<file path="config.mk">
export PLATFORM = sky130hd
export DESIGN_NAME = cdc_handshake_tx
export DESIGN_NICKNAME = d
export VERILOG_FILES = /design/src/rtl/cdc_hs_pkg.sv /design/src/rtl/cdc_sync_bit.sv /design/src/rtl/cdc_handshake_tx.sv
export SDC_FILE = /design/constraint.sdc
export NUM_CORES = 1
export LEC_CHECK = 0
export ABC_CLOCK_PERIOD_IN_PS = 2400
export BUFFER_PORTS_ARGS = -buffer_cell sky130_fd_sc_hd__buf_4
export CORE_MARGIN = 2
export CORE_UTILIZATION = 25
export DETAILED_ROUTE_END_ITERATION = 10
export PLACE_DENSITY = 0.49
export SKIP_CTS_REPAIR_TIMING = 1
export SYNTH_ARGS = -nofsm -noshare
export SYNTH_HDL_FRONTEND = slang
export SYNTH_SLANG_ARGS = --single-unit
export TNS_END_PERCENT = 10
</file>
<file path="constraint.sdc">
create_clock -name clk -period 2.4 [get_ports clk]
set_clock_uncertainty 0.1 [all_clocks]
set_input_delay 0 -clock clk [delete_from_list [all_inputs] [get_ports clk]]
set_output_delay 0 -clock clk [all_outputs]
set_load 0.02 [all_outputs]
</file>
<file path="src/rtl/cdc_hs_pkg.sv">
// Shared types and constants for the launch side of the req/ack clock-domain crossing.
package cdc_hs_pkg;

    typedef enum logic [1:0] {
        IDLE    = 2'd0,
        REQ     = 2'd1,
        RELEASE = 2'd2
    } cdc_hs_state_t;

    localparam int XFER_CNT_W = 16;

    // A timeout of 0 disables the timer, but the register still needs at least one bit.
    function automatic int tmr_width(input int timeout);
        return (timeout > 0) ? $clog2(timeout + 1) : 1;
    endfunction

endpackage

</file>
<file path="src/rtl/cdc_sync_bit.sv">
// Destination-side multi-flop synchronizer for a single level signal.
// Resets to 0 so that a remote level which is still high after reset only
// becomes visible once it has passed through every stage.
module cdc_sync_bit
    import cdc_hs_pkg::*;
#(
    parameter int SYNC_STAGES = 2
) (
    input  logic clk,
    input  logic rst,
    input  logic d_async,
    output logic q_sync
);

    (* preserve, dont_replicate *) logic [SYNC_STAGES-1:0] sync_ff;

    // Shift the asynchronous level through the synchronizer chain.
    always_ff @(posedge clk or posedge rst) begin
        if (rst) begin
            sync_ff <= '0;
        end else begin
            sync_ff <= {sync_ff[SYNC_STAGES-2:0], d_async};
        end
    end

    assign q_sync = sync_ff[SYNC_STAGES-1];

endmodule

</file>
<file path="src/rtl/cdc_handshake_tx.sv">
// Launch-side 4-phase req/ack controller for a multi-bit crossing bus.
//
//   state   | meaning
//   --------+-----------------------------------------------------------
//   IDLE    | bus free; accepts a word once the synchronized ack is low
//   REQ     | xfer_req high, bus frozen, waiting for ack (or timeout)
//   RELEASE | xfer_req low, waiting for the remote to drop ack
//
// The bus only ever changes on an IDLE acceptance, and acceptance needs the
// synchronized ack low, so the remote can never be sampling a moving bus.
module cdc_handshake_tx
    import cdc_hs_pkg::*;
#(
    parameter int WIDTH       = 8,
    parameter int SYNC_STAGES = 2,
    parameter int TIMEOUT     = 1024
) (
    input  logic                  clk,
    input  logic                  rst,
    input  logic                  s_valid,
    output logic                  s_ready,
    input  logic [WIDTH-1:0]      s_data,
    output logic [WIDTH-1:0]      xfer_data,
    output logic                  xfer_req,
    input  logic                  ack_async,
    output logic                  busy,
    output logic                  done,
    output logic                  err,
    input  logic                  err_clr,
    output logic [XFER_CNT_W-1:0] xfer_count
);

    localparam int                    TMR_W       = tmr_width(TIMEOUT);
    localparam bit                    TMO_EN      = (TIMEOUT > 0);
    // Down-counter loaded on acceptance; terminal count 0 marks the last REQ cycle.
    localparam logic [TMR_W-1:0]      TMR_LOAD    = TMR_W'((TIMEOUT > 0) ? TIMEOUT - 1 : 0);
    localparam int                    SETTLE_W    = $clog2(SYNC_STAGES + 1);
    localparam logic [SETTLE_W-1:0]   SETTLE_LOAD = SETTLE_W'(SYNC_STAGES);

    cdc_hs_state_t         state_q;
    cdc_hs_state_t         state_d;
    logic                  ack_sync;
    logic [TMR_W-1:0]      tmr_q;
    logic [SETTLE_W-1:0]   settle_q;
    logic                  timed_out_q;
    logic                  accept;
    logic                  timeout_hit;
    logic                  ack_seen;
    logic                  finish;

    cdc_sync_bit #(
        .SYNC_STAGES (SYNC_STAGES)
    ) u_ack_sync (
        .clk     (clk),
        .rst     (rst),
        .d_async (ack_async),
        .q_sync  (ack_sync)
    );

    // State register.
    always_ff @(posedge clk or posedge rst) begin
        if (rst) begin
            state_q <= IDLE;
        end else begin
            state_q <= state_d;
        end
    end

    // Next-state logic.
    always_comb begin
        state_d = state_q;
        unique case (state_q)
            IDLE:    if (accept) state_d = REQ;
            REQ:     if (ack_seen || timeout_hit) state_d = RELEASE;
            RELEASE: if (!ack_sync) state_d = IDLE;
            default: state_d = IDLE;
        endcase
    end

    // Handshake strobes and status outputs.
    // Ready also waits for the synchronizer to refill after reset: its stages
    // reset to 0, so a remote ack still high from an interrupted handshake
    // would otherwise look low for SYNC_STAGES cycles.
    always_comb begin
        s_ready     = (state_q == IDLE) && !ack_sync && (settle_q == '0);
        busy        = (state_q != IDLE);
        accept      = s_ready && s_valid;
        ack_seen    = (state_q == REQ) && ack_sync;
        timeout_hit = TMO_EN && (state_q == REQ) && !ack_sync && (tmr_q == '0);
        finish      = (state_q == RELEASE) && !ack_sync;
    end

    // Post-reset settle counter: counts down SYNC_STAGES cycles then holds at 0.
    always_ff @(posedge clk or posedge rst) begin
        if (rst) begin
            settle_q <= SETTLE_LOAD;
        end else if (settle_q != '0) begin
            settle_q <= settle_q - 1'b1;
        end
    end

    // REQ timer: load on acceptance, count down while waiting, saturate at terminal count.
    always_ff @(posedge clk or posedge rst) begin
        if (rst) begin
            tmr_q <= '0;
        end else if (accept) begin
            tmr_q <= TMR_LOAD;
        end else if ((state_q == REQ) && (tmr_q != '0)) begin
            tmr_q <= tmr_q - 1'b1;
        end
    end

    // Crossing bus and request level; the bus is written only on acceptance.
    always_ff @(posedge clk or posedge rst) begin
        if (rst) begin
            xfer_data <= '0;
            xfer_req  <= 1'b0;
        end else begin
            if (accept) begin
                xfer_data <= s_data;
                xfer_req  <= 1'b1;
            end else if (ack_seen || timeout_hit) begin
                xfer_req  <= 1'b0;
            end
        end
    end

    // Sticky timeout flag (set beats clear) and per-handshake timeout marker.
    always_ff @(posedge clk or posedge rst) begin
        if (rst) begin
            err         <= 1'b0;
            timed_out_q <= 1'b0;
        end else begin
            if (timeout_hit) begin
                err <= 1'b1;
            end else if (err_clr) begin
                err <= 1'b0;
            end
            if (accept) begin
                timed_out_q <= 1'b0;
            end else if (timeout_hit) begin
                timed_out_q <= 1'b1;
            end
        end
    end

    // Completion pulse and wrapping transfer counter for acknowledged handshakes only.
    always_ff @(posedge clk or posedge rst) begin
        if (rst) begin
            done       <= 1'b0;
            xfer_count <= '0;
        end else begin
            done <= 1'b0;
            if (finish && !timed_out_q) begin
                done       <= 1'b1;
                xfer_count <= xfer_count + XFER_CNT_W'(1);
            end
        end
    end

endmodule

</file>
==> results of run 1 <==
==> cell type report <==
| cell class | count | share of cell area |
|---|---|---|
| clock buffer | 7 | 0.0323 |
| clock inverter | 1 | 0.00281 |
| inverter | 7 | 0.00982 |
| multi-input combinational | 129 | 0.316 |
| sequential | 45 | 0.421 |
| tap | 102 | 0.0477 |
| timing repair buffer | 57 | 0.170 |
==> Yosys cell counts, drive strengths merged <==
master	count
xor2	5
dfrtp	44
and4	3
mux2	1
nor4b	3
nor4	2
buf	2
o21a	2
and2b	1
inv	7
or2b	1
or4	3
ha	4
nand3b	1
nand2	34
mux2i	4
nand4	8
and2	1
clkbuf	1
or2	1
a31oi	5
o21ai	3
nor2	11
nand3	6
dfstp	1
a21o	2
a211oi	3
and3	5
a21oi	4
nor3	5
xnor2	11
==> how the worst max path moves through the flow <==
| stage | to | slack (ns) | from |
|---|---|---|---|
| 2_1_floorplan | xfer_req | 0.32 | settle_q[0] |
| 3_3_place_gp | xfer_data[2] | 0.42 | settle_q[0] |
| 3_5_place_dp | xfer_data[5] | 0.41 | settle_q[0] |
| 4_1_cts | xfer_data[5] | 0.38 | settle_q[0] |
| 5_1_grt | xfer_data[0] | 0.21 | settle_q[0] |
| 6_report | xfer_data[5] | 0.40 | settle_q[0] |
==> stage by stage <==
stage / total power, W / area (µm²)
floorplan: 0.00130 / 2010
global placement: 0.00153 / 2470
detailed placement: 0.00154 / 2470
CTS: 0.00203 / 2560
global route: 0.00213 / 2680
finish: 0.00200 / 2680
==> state kept, by name (all words and copies together) (netlist names) <==
register / flops
xfer_data: 8
timed_out_q: 1
state_q: 2
tmr_q: 11
xfer_req: 1
u_ack_sync.sync_ff: 2
settle_q: 2
err: 1
done: 1
xfer_count: 16
==> logic make-up after synthesis <==
logic type / Yosys count / synth area share
buffers and inverters: 10 / 0.0193
adders and majority gates: 4 / 0.0250
xor gates and xnor gates: 16 / 0.0737
and+or+nand+nor: 85 / 0.235
AOI/OAI and AO/OA: 19 / 0.0593
DFF: 45 / 0.562
muxes: 5 / 0.0256
==> routing by layer <==
| metal | track usage | routed length (µm) |
|---|---|---|
| met1 | 0.137 | 2020 |
| met2 | 0.161 | 1980 |
| met3 | 0.0250 | 156 |
| met4 | 0.0254 | 42 |
| met5 | 0 | 0 |
==> tightest hold or removal path, cell delays in order <==
cell           delay, ns
dlygate4sd3_1       0.53
buf_4               0.13
inv_2               0.27
==> power by group through the flow <==
stage | Clock (W) | Sequential (W) | Combinational [W]
after floorplan | 0 | 0.00109 | 0.000206
after global placement | 0 | 0.00100 | 0.000525
after detailed placement | 0 | 0.00100 | 0.000531
after CTS | 0.000507 | 0.000990 | 0.000531
after global routing | 0.000534 | 0.00101 | 0.000590
final | 0.000481 | 0.000989 | 0.000533
==> impl_metrics.tcl, run 1 <==
set metrics [dict create \
    status "finished clean" \
    io_buffer_count 41 \
    p_comb_frac 0.266 \
    ys_types 38 \
    io_pins 42 \
    die_w_um 93.5 \
    syn_nets 201 \
    cts_tree "done" \
    area_growth_pct 33.5 \
    drv_slew 0 \
    core.rowCount 32 \
    final_common_cell "buf_4" \
    reg2reg_slack_ns 0.40 \
    cp_common_cell "nand2_1" \
    wl_per_cell_um 12.1 \
    die-area_um2 8750 \
    layout.nets 262 \
    postRouteAntennaNets 0 \
    die_y_um 93.5 \
    min_period_ns 2.00 \
    setup-violations-final 0 \
    synth_cells 184 \
    holdWs_ns 0.133 \
    min_path_type "in2async" \
    grt_pass1_vias 1434 \
    worst_pin_slew_ns 0.702 \
    rsz0062_at_grt "false" \
    rr_worst_depth 7 \
    nFillCells 808 \
    fin_util 0.344 \
    synth_top_area_share 0.549 \
    overflow 0 \
    critPathTopFamily "simple AND/OR/NAND/NOR gates" \
    place_inst 329 \
    syn_area_per_cell_um2 10.9 \
    cellLeakagePower_nw 1.27 \
    p_int_w 0.00135 \
    maxCapViolCount 0 \
    swShare 0.326 \
    crit_path_end_kind "register" \
    critPathMaxStageDelay_ns 0.43 \
    drc 0 \
    start_kind "register" \
    cp.buffers_inverters 2 \
    clk_pin_slew_ns 0.08 \
    ctsHtreeMaxLevel 2 \
    period_share 0.832 \
    core-area_um2 7770 \
    n_antenna_cell 0 \
    wl_mm 4.21 \
    ys_top_cells_by_area "dfrtp_1 55%, nand2_1 6.4%, xnor2_1 4.4%" \
    mostFrequentLayoutCells "46 x buf_4, 44 x dfrtp_1, 34 x nand2_1" \
    vias_per_cell 4.35 \
    worstSkewPairLatency_ns 0.29 \
    place_congestion 0.794 \
    path_depth 7 \
    grt_pass1_wl_mm 6.98 \
    critPathSlowestCell "and2_1" \
    cts_inserted_buffers 5 \
    power_density_nw_per_um2 749 \
    cts.path.max_buffers 2 \
    cts_root_buf "clkbuf_8" \
    seq_power_share 0.494 \
    register_area_um2 1130 \
    hold_viol_final 0 \
    slew_headroom 0.530 \
    worstSetupPathType "reg2reg" \
    r2r_end "xfer_data[5]" \
    worst-path-max-fanout 10 \
    switching_power_w 0.000653 \
    drive_gt1_frac 0.264 \
    synth-seq-cells 45 \
    fmax_ghz 0.501 \
    drt_pass1_iterations 4 \
    yosysTopAreaCell "dfrtp_1" \
    ys.warnings.count 0 \
    synthesis.area_um2 2000 \
    track_usage 0.101 \
    r2r-start "settle_q[0]" \
    crit_chain "inv_1, ha_1, nor4b_2, and2_1, buf_4, nand2_1, nand2_1" \
    place_ws_ns 0.410 \
    worstPathRequired_ns 2.53 \
    setup_slack_ns 0.403 \
    cp.arrival_ns 2.13 \
    antenna_found_initial 0 \
    initialDrtViolationCount 42 \
    finalNonFillerCells 348 \
    initial_core_util 0.258 \
    dp_hpwl_mm 3.05 \
    grt_max_degree 30 \
    ys_seq_area_frac 0.562 \
    numClockSinks 45 \
    multi_input_area_um2 845 \
    irDropWorstVdd_mv 0.308 \
    fin_setup_tns_ns 0 \
    vias 1514 \
    pwr-share-clk 0.240 \
]
Power figures use the tool's default switching activity.
==> run 2: changes to the inputs <==
Settings changed: ABC_CLOCK_PERIOD_IN_PS 2400 to 1910.
Clock period 2.4 ns to 1.91 ns, I/O delays scaled along.
==> run 2 against run 1 <==
  * Core utilization rose by 1.8 points
  * Critical path depth fell by 3
  * Sequential share of layout area decreased by 2.1 points
  * Global-route usage up 0.17 points
  * Critical endpoint is now xfer_count[15]
  * Setup slack got worse by 0.32 ns
  * The run now ends with hold timing left
  * Largest power group unchanged
==> impl_metrics.tcl, run 2 (synthesis results as in run 1) <==
set metrics [dict create \
    numClockSinks 45 \
    dp_hpwl_mm 3.00 \
    cp.arrival_ns 1.91 \
    grt_pass1_vias 1449 \
    setup-violations-final 0 \
    drive_gt1_frac 0.311 \
    place_congestion 0.752 \
    overflow 0 \
    critPathSlowestCell "dfrtp_2" \
    vias_per_cell 4.49 \
    hold_viol_final 1 \
    violations "hold timing" \
    track_usage 0.102 \
    io_pins 42 \
    irDropWorstVdd_mv 0.512 \
    cts_tree "done" \
    die-area_um2 8750 \
    die_y_um 93.5 \
    wl_per_cell_um 12.4 \
    multi_input_area_um2 882 \
    slew_headroom 0.708 \
    setup_slack_ns 0.0866 \
    period_share 0.955 \
    postRouteAntennaNets 0 \
    drt_pass1_iterations 4 \
    antenna_found_initial 0 \
    worstSetupPathType "reg2reg" \
    cts_inserted_buffers 5 \
    holdWs_ns -0.00538 \
    grt_max_degree 28 \
    core.rowCount 32 \
    start_kind "register" \
    hold_end "state_q[0]" \
    critPathMaxStageDelay_ns 0.48 \
    initialDrtViolationCount 61 \
    path_depth 4 \
    crit_chain "nor4b_4, nand4_4, or4_4, xnor2_2" \
    area_growth_pct 40.5 \
    status "complete, but fails checks" \
    rsz0062_at_grt "false" \
    largest_reg_flops 16 \
    place_area_um2 2570 \
    die_w_um 93.5 \
    min_path_type "in2reg" \
    hold_start "s_valid" \
    worstSkewPairLatency_ns 0.29 \
    ctsHtreeMaxLevel 2 \
    grt_pass1_wl_mm 7.18 \
    cp.buffers_inverters 0 \
    cts_root_buf "clkbuf_8" \
    worst_pin_slew_ns 0.437 \
    critPathTopFamily "simple AND/OR/NAND/NOR gates" \
    clk_pin_slew_ns 0.08 \
    mostFrequentLayoutCells "53 x buf_4, 43 x dfrtp_1, 33 x nand2_1" \
    cp-startpoint "state_q[0]" \
    min_period_ns 1.82 \
    reg2reg_slack_ns 0.09 \
    vias 1600 \
    design_area_um2 2820 \
    worst-path-max-fanout 6 \
    reg_top3 "xfer_count (16), tmr_q (11), xfer_data (8)" \
    nFillCells 807 \
    wl_mm 4.43 \
    io_buffer_count 41 \
    rr_worst_depth 4 \
    core-area_um2 7770 \
    fmax_ghz 0.548 \
    n_antenna_cell 0 \
    final_common_cell "buf_4" \
    largest-register "xfer_count" \
    place_ws_ns 0.000412 \
    maxCapViolCount 0 \
    r2r_end "xfer_count[15]" \
    drv_slew 0 \
    layout.nets 271 \
    min_delay_path_depth 3 \
    initial_core_util 0.258 \
    r2r-start "state_q[0]" \
    power_density_nw_per_um2 960 \
    crit_path_end_kind "register" \
    drc 0 \
    power.total_w 0.00270 \
    cellLeakagePower_nw 1.34 \
    worstPathRequired_ns 2.00 \
    register_area_um2 1130 \
    cts.path.max_buffers 2 \
]
==> run 2: report_power, final <==
part | switching [W] | internal, W
sequential | 0.000140 | 0.00110
combinational | 0.000398 | 0.000369
clock | 0.000318 | 0.000381
==> run 2: final cells by class <==
type                    instances  area share
clock buffers                   5      0.0244
clock inverters                 2      0.0124
inverters                       7     0.00933
multi-input cells             129       0.313
flip-flops and latches         45       0.401
well taps                     102      0.0453
repair buffers                 66       0.195
==> run 2: worst max path at each step <==
stage,slack [ns],to
final,0.09,xfer_count[15]
after global placement,0.05,timed_out_q
after global routing,0.006,tmr_q[2]
after detailed placement,0.0004,timed_out_q
after floorplan,0.005,xfer_count[15]
after CTS,-0.04,timed_out_q
==> run 2: per-layer routing <==
metal,up-vias,global-route usage,wire [µm]
met4,0,0.0290,40
li1,785,-,-
met1,785,0.144,2140
met5,-,0,0
met3,4,0.0226,148
met2,26,0.158,2100
==> run 2: stage by stage <==
stage	TNS, ns	util	std cells
3_3_place_gp	0	0.331	338
4_1_cts	-0.0578	0.345	345
6_report	0	0.363	356
3_5_place_dp	0	0.331	338
2_1_floorplan	0	-	184
5_1_grt	0	0.363	356
==> run 2: worst reg2reg max path: stages, from the launching register on <==
cell     delay (ns)
dfrtp_2        0.48
nor4b_4        0.42
nand4_4        0.14
or4_4          0.44
xnor2_2        0.14
==> run 3: changes to the inputs <==
Settings changed: CORE_ASPECT_RATIO from default to 1.5.
==> run 3 against run 2 <==
  * The run still ends with hold timing left
  * Clock-buffer cell count is the same
  * Maximum frequency is 2.4% higher
  * Cell area is 0.18% higher
  * Cell count rose by 0.56%
  * First-iteration DRC count stayed put
  * Power rose by 2.7%
  * Non-clock buffer count is the same
  * Sequential power is essentially flat
  * Die area is 0.17% higher
  * Clock power up 15%
  * Combinational power down 4.7%
  * Global-route usage increased by 0.75 points
  * Highest routed layer unchanged
==> impl_metrics.tcl, run 3 (synthesis results as in run 1) <==
set metrics [dict create \
    r2r_end "tmr_q[10]" \
    vias_per_cell 4.45 \
    largest_reg_flops 16 \
    drc 0 \
    reg2reg_slack_ns 0.13 \
    finalNonFillerCells 358 \
    fmax_ghz 0.561 \
    cts.path.max_buffers 2 \
    worstSkewPairLatency_ns 0.28 \
    numClockSinks 45 \
    critPathCapture "tmr_q[10]" \
    io_pins 42 \
    worst-path-max-fanout 5 \
    swShare 0.311 \
    track_usage 0.110 \
    die_y_um 114 \
    die_w_um 77.1 \
    antenna_found_initial 0 \
    maxCapViolCount 0 \
    worstSetupPathType "reg2reg" \
    postRouteAntennaNets 0 \
    area_growth_pct 40.8 \
    mostFrequentLayoutCells "55 x buf_4, 43 x dfrtp_1, 33 x nand2_1" \
    layout.nets 271 \
    place_congestion 0.760 \
    cts_tree "done" \
    p_comb_frac 0.263 \
    rsz0062_at_grt "true" \
    pwr-share-clk 0.289 \
    initialDrtViolationCount 61 \
    switching_power_w 0.000865 \
    multi_input_area_um2 882 \
    final_common_cell "buf_4" \
    drive_gt1_frac 0.304 \
    cp.arrival_ns 1.89 \
    largest-register "xfer_count" \
    seq_power_share 0.448 \
    worstPathRequired_ns 2.02 \
    clk_pin_slew_ns 0.06 \
    vias 1592 \
    fin_util 0.357 \
    critPathMaxStageDelay_ns 0.51 \
    holdWs_ns -0.00797 \
    cellLeakagePower_nw 1.36 \
    cts_root_buf "clkbuf_16" \
    wl_mm 4.55 \
    min_delay_path_depth 3 \
    io_buffer_count 41 \
    setup-violations-final 0 \
    violations "hold timing" \
    grt_max_degree 23 \
    core.rowCount 40 \
    register_area_um2 1130 \
    drt_pass1_iterations 3 \
    start_kind "register" \
    wl_per_cell_um 12.7 \
    core-area_um2 7910 \
    ctsHtreeMaxLevel 2 \
    cp-startpoint "tmr_q[7]" \
    rr_worst_depth 4 \
    drv_slew 0 \
    overflow 0 \
    crit_chain "nor4_4, nand2_1, or4_1, a21oi_1" \
    nFillCells 884 \
    place_area_um2 2550 \
    irDropWorstVdd_mv 0.559 \
    grt_pass1_wl_mm 7.65 \
    grt_pass1_vias 1552 \
    n_antenna_cell 0 \
    power_density_nw_per_um2 984 \
    dp_hpwl_mm 3.35 \
    period_share 0.933 \
    min_path_type "in2reg" \
    critPathSlowestCell "or4_1" \
    status "complete, but fails checks" \
    slew_headroom 0.454 \
    min_period_ns 1.78 \
    place_inst 341 \
    reg_top3 "xfer_count (16), tmr_q (11), xfer_data (8)" \
    design_area_um2 2820 \
    initial_core_util 0.253 \
    cts_inserted_buffers 5 \
    power.total_w 0.00278 \
    die-area_um2 8760 \
    fin_setup_tns_ns 0 \
    hold_viol_final 1 \
    r2r-start "tmr_q[7]" \
    p_int_w 0.00191 \
    crit_path_end_kind "register" \
    worst_pin_slew_ns 0.814 \
]
run 3: cell types whose count changed in the layout (fill, tap and decap cells not counted), sizes merged:
cell | previous run | this run
inv | 7 | 6
clkinv | 1 | 2
bufinv | 1 | 0
run 3: worst min-delay path by stage:
| stage | from | to | slack, ns |
|---|---|---|---|
| CTS | rst | err | -0.30 |
| global placement | rst | err | 0.006 |
| detailed placement | rst | xfer_req | -0.001 |
| finish | s_valid | state_q[0] | -0.008 |
| floorplan | ack_async | u_ack_sync.sync_ff[0] | -0.07 |
| global route | s_valid | xfer_req | 0.02 |
run 3: power by group through the flow:
stage / Combinational (W) / Clock, W / Sequential [W]
after floorplan: 0.000263 / 0 / 0.00137
after global placement: 0.000718 / 0 / 0.00126
after detailed placement: 0.000724 / 0 / 0.00126
after CTS: 0.000724 / 0.000831 / 0.00125
after global routing: 0.000814 / 0.000869 / 0.00127
final: 0.000731 / 0.000803 / 0.00124
run 3: metal layers:
| layer | share of wire | up-vias | routed length, µm | global-route usage |
|---|---|---|---|---|
| met5 | 0 | - | 0 | 0 |
| met4 | 0.014 | 0 | 62 | 0.0429 |
| met3 | 0.038 | 7 | 175 | 0.0293 |
| met2 | 0.54 | 29 | 2450 | 0.192 |
| met1 | 0.41 | 778 | 1860 | 0.127 |
| li1 | - | 778 | - | - |
run 3: area by class of cell:
type                       count  share of cell area
inverter                       7             0.00931
tap                          105              0.0466
clock inverter                 1             0.00177
multi-input combinational    129               0.313
sequential                    45               0.400
clock buffer                   5              0.0443
timing repair buffer          66               0.185
run 3: worst max-delay path: cells and delay by family, from the launching register on:
kind / cells / cell delay [ns]
flip-flops: 1 / 0.43
AND/OR/NAND/NOR: 3 / 1.03
AO/OA/AOI/OAI: 1 / 0.15
run 3: per-stage QoR:
| step | hold slack [ns] | worst slack (ns) |
|---|---|---|
| after CTS | -0.301 | -0.0433 |
| final | -0.00797 | 0.129 |
| after global placement | 0.00560 | 0.0666 |
| after global routing | 0.0158 | -0.0222 |
| after floorplan | -0.0686 | 0.00510 |
| after detailed placement | -0.00141 | -0.0173 |
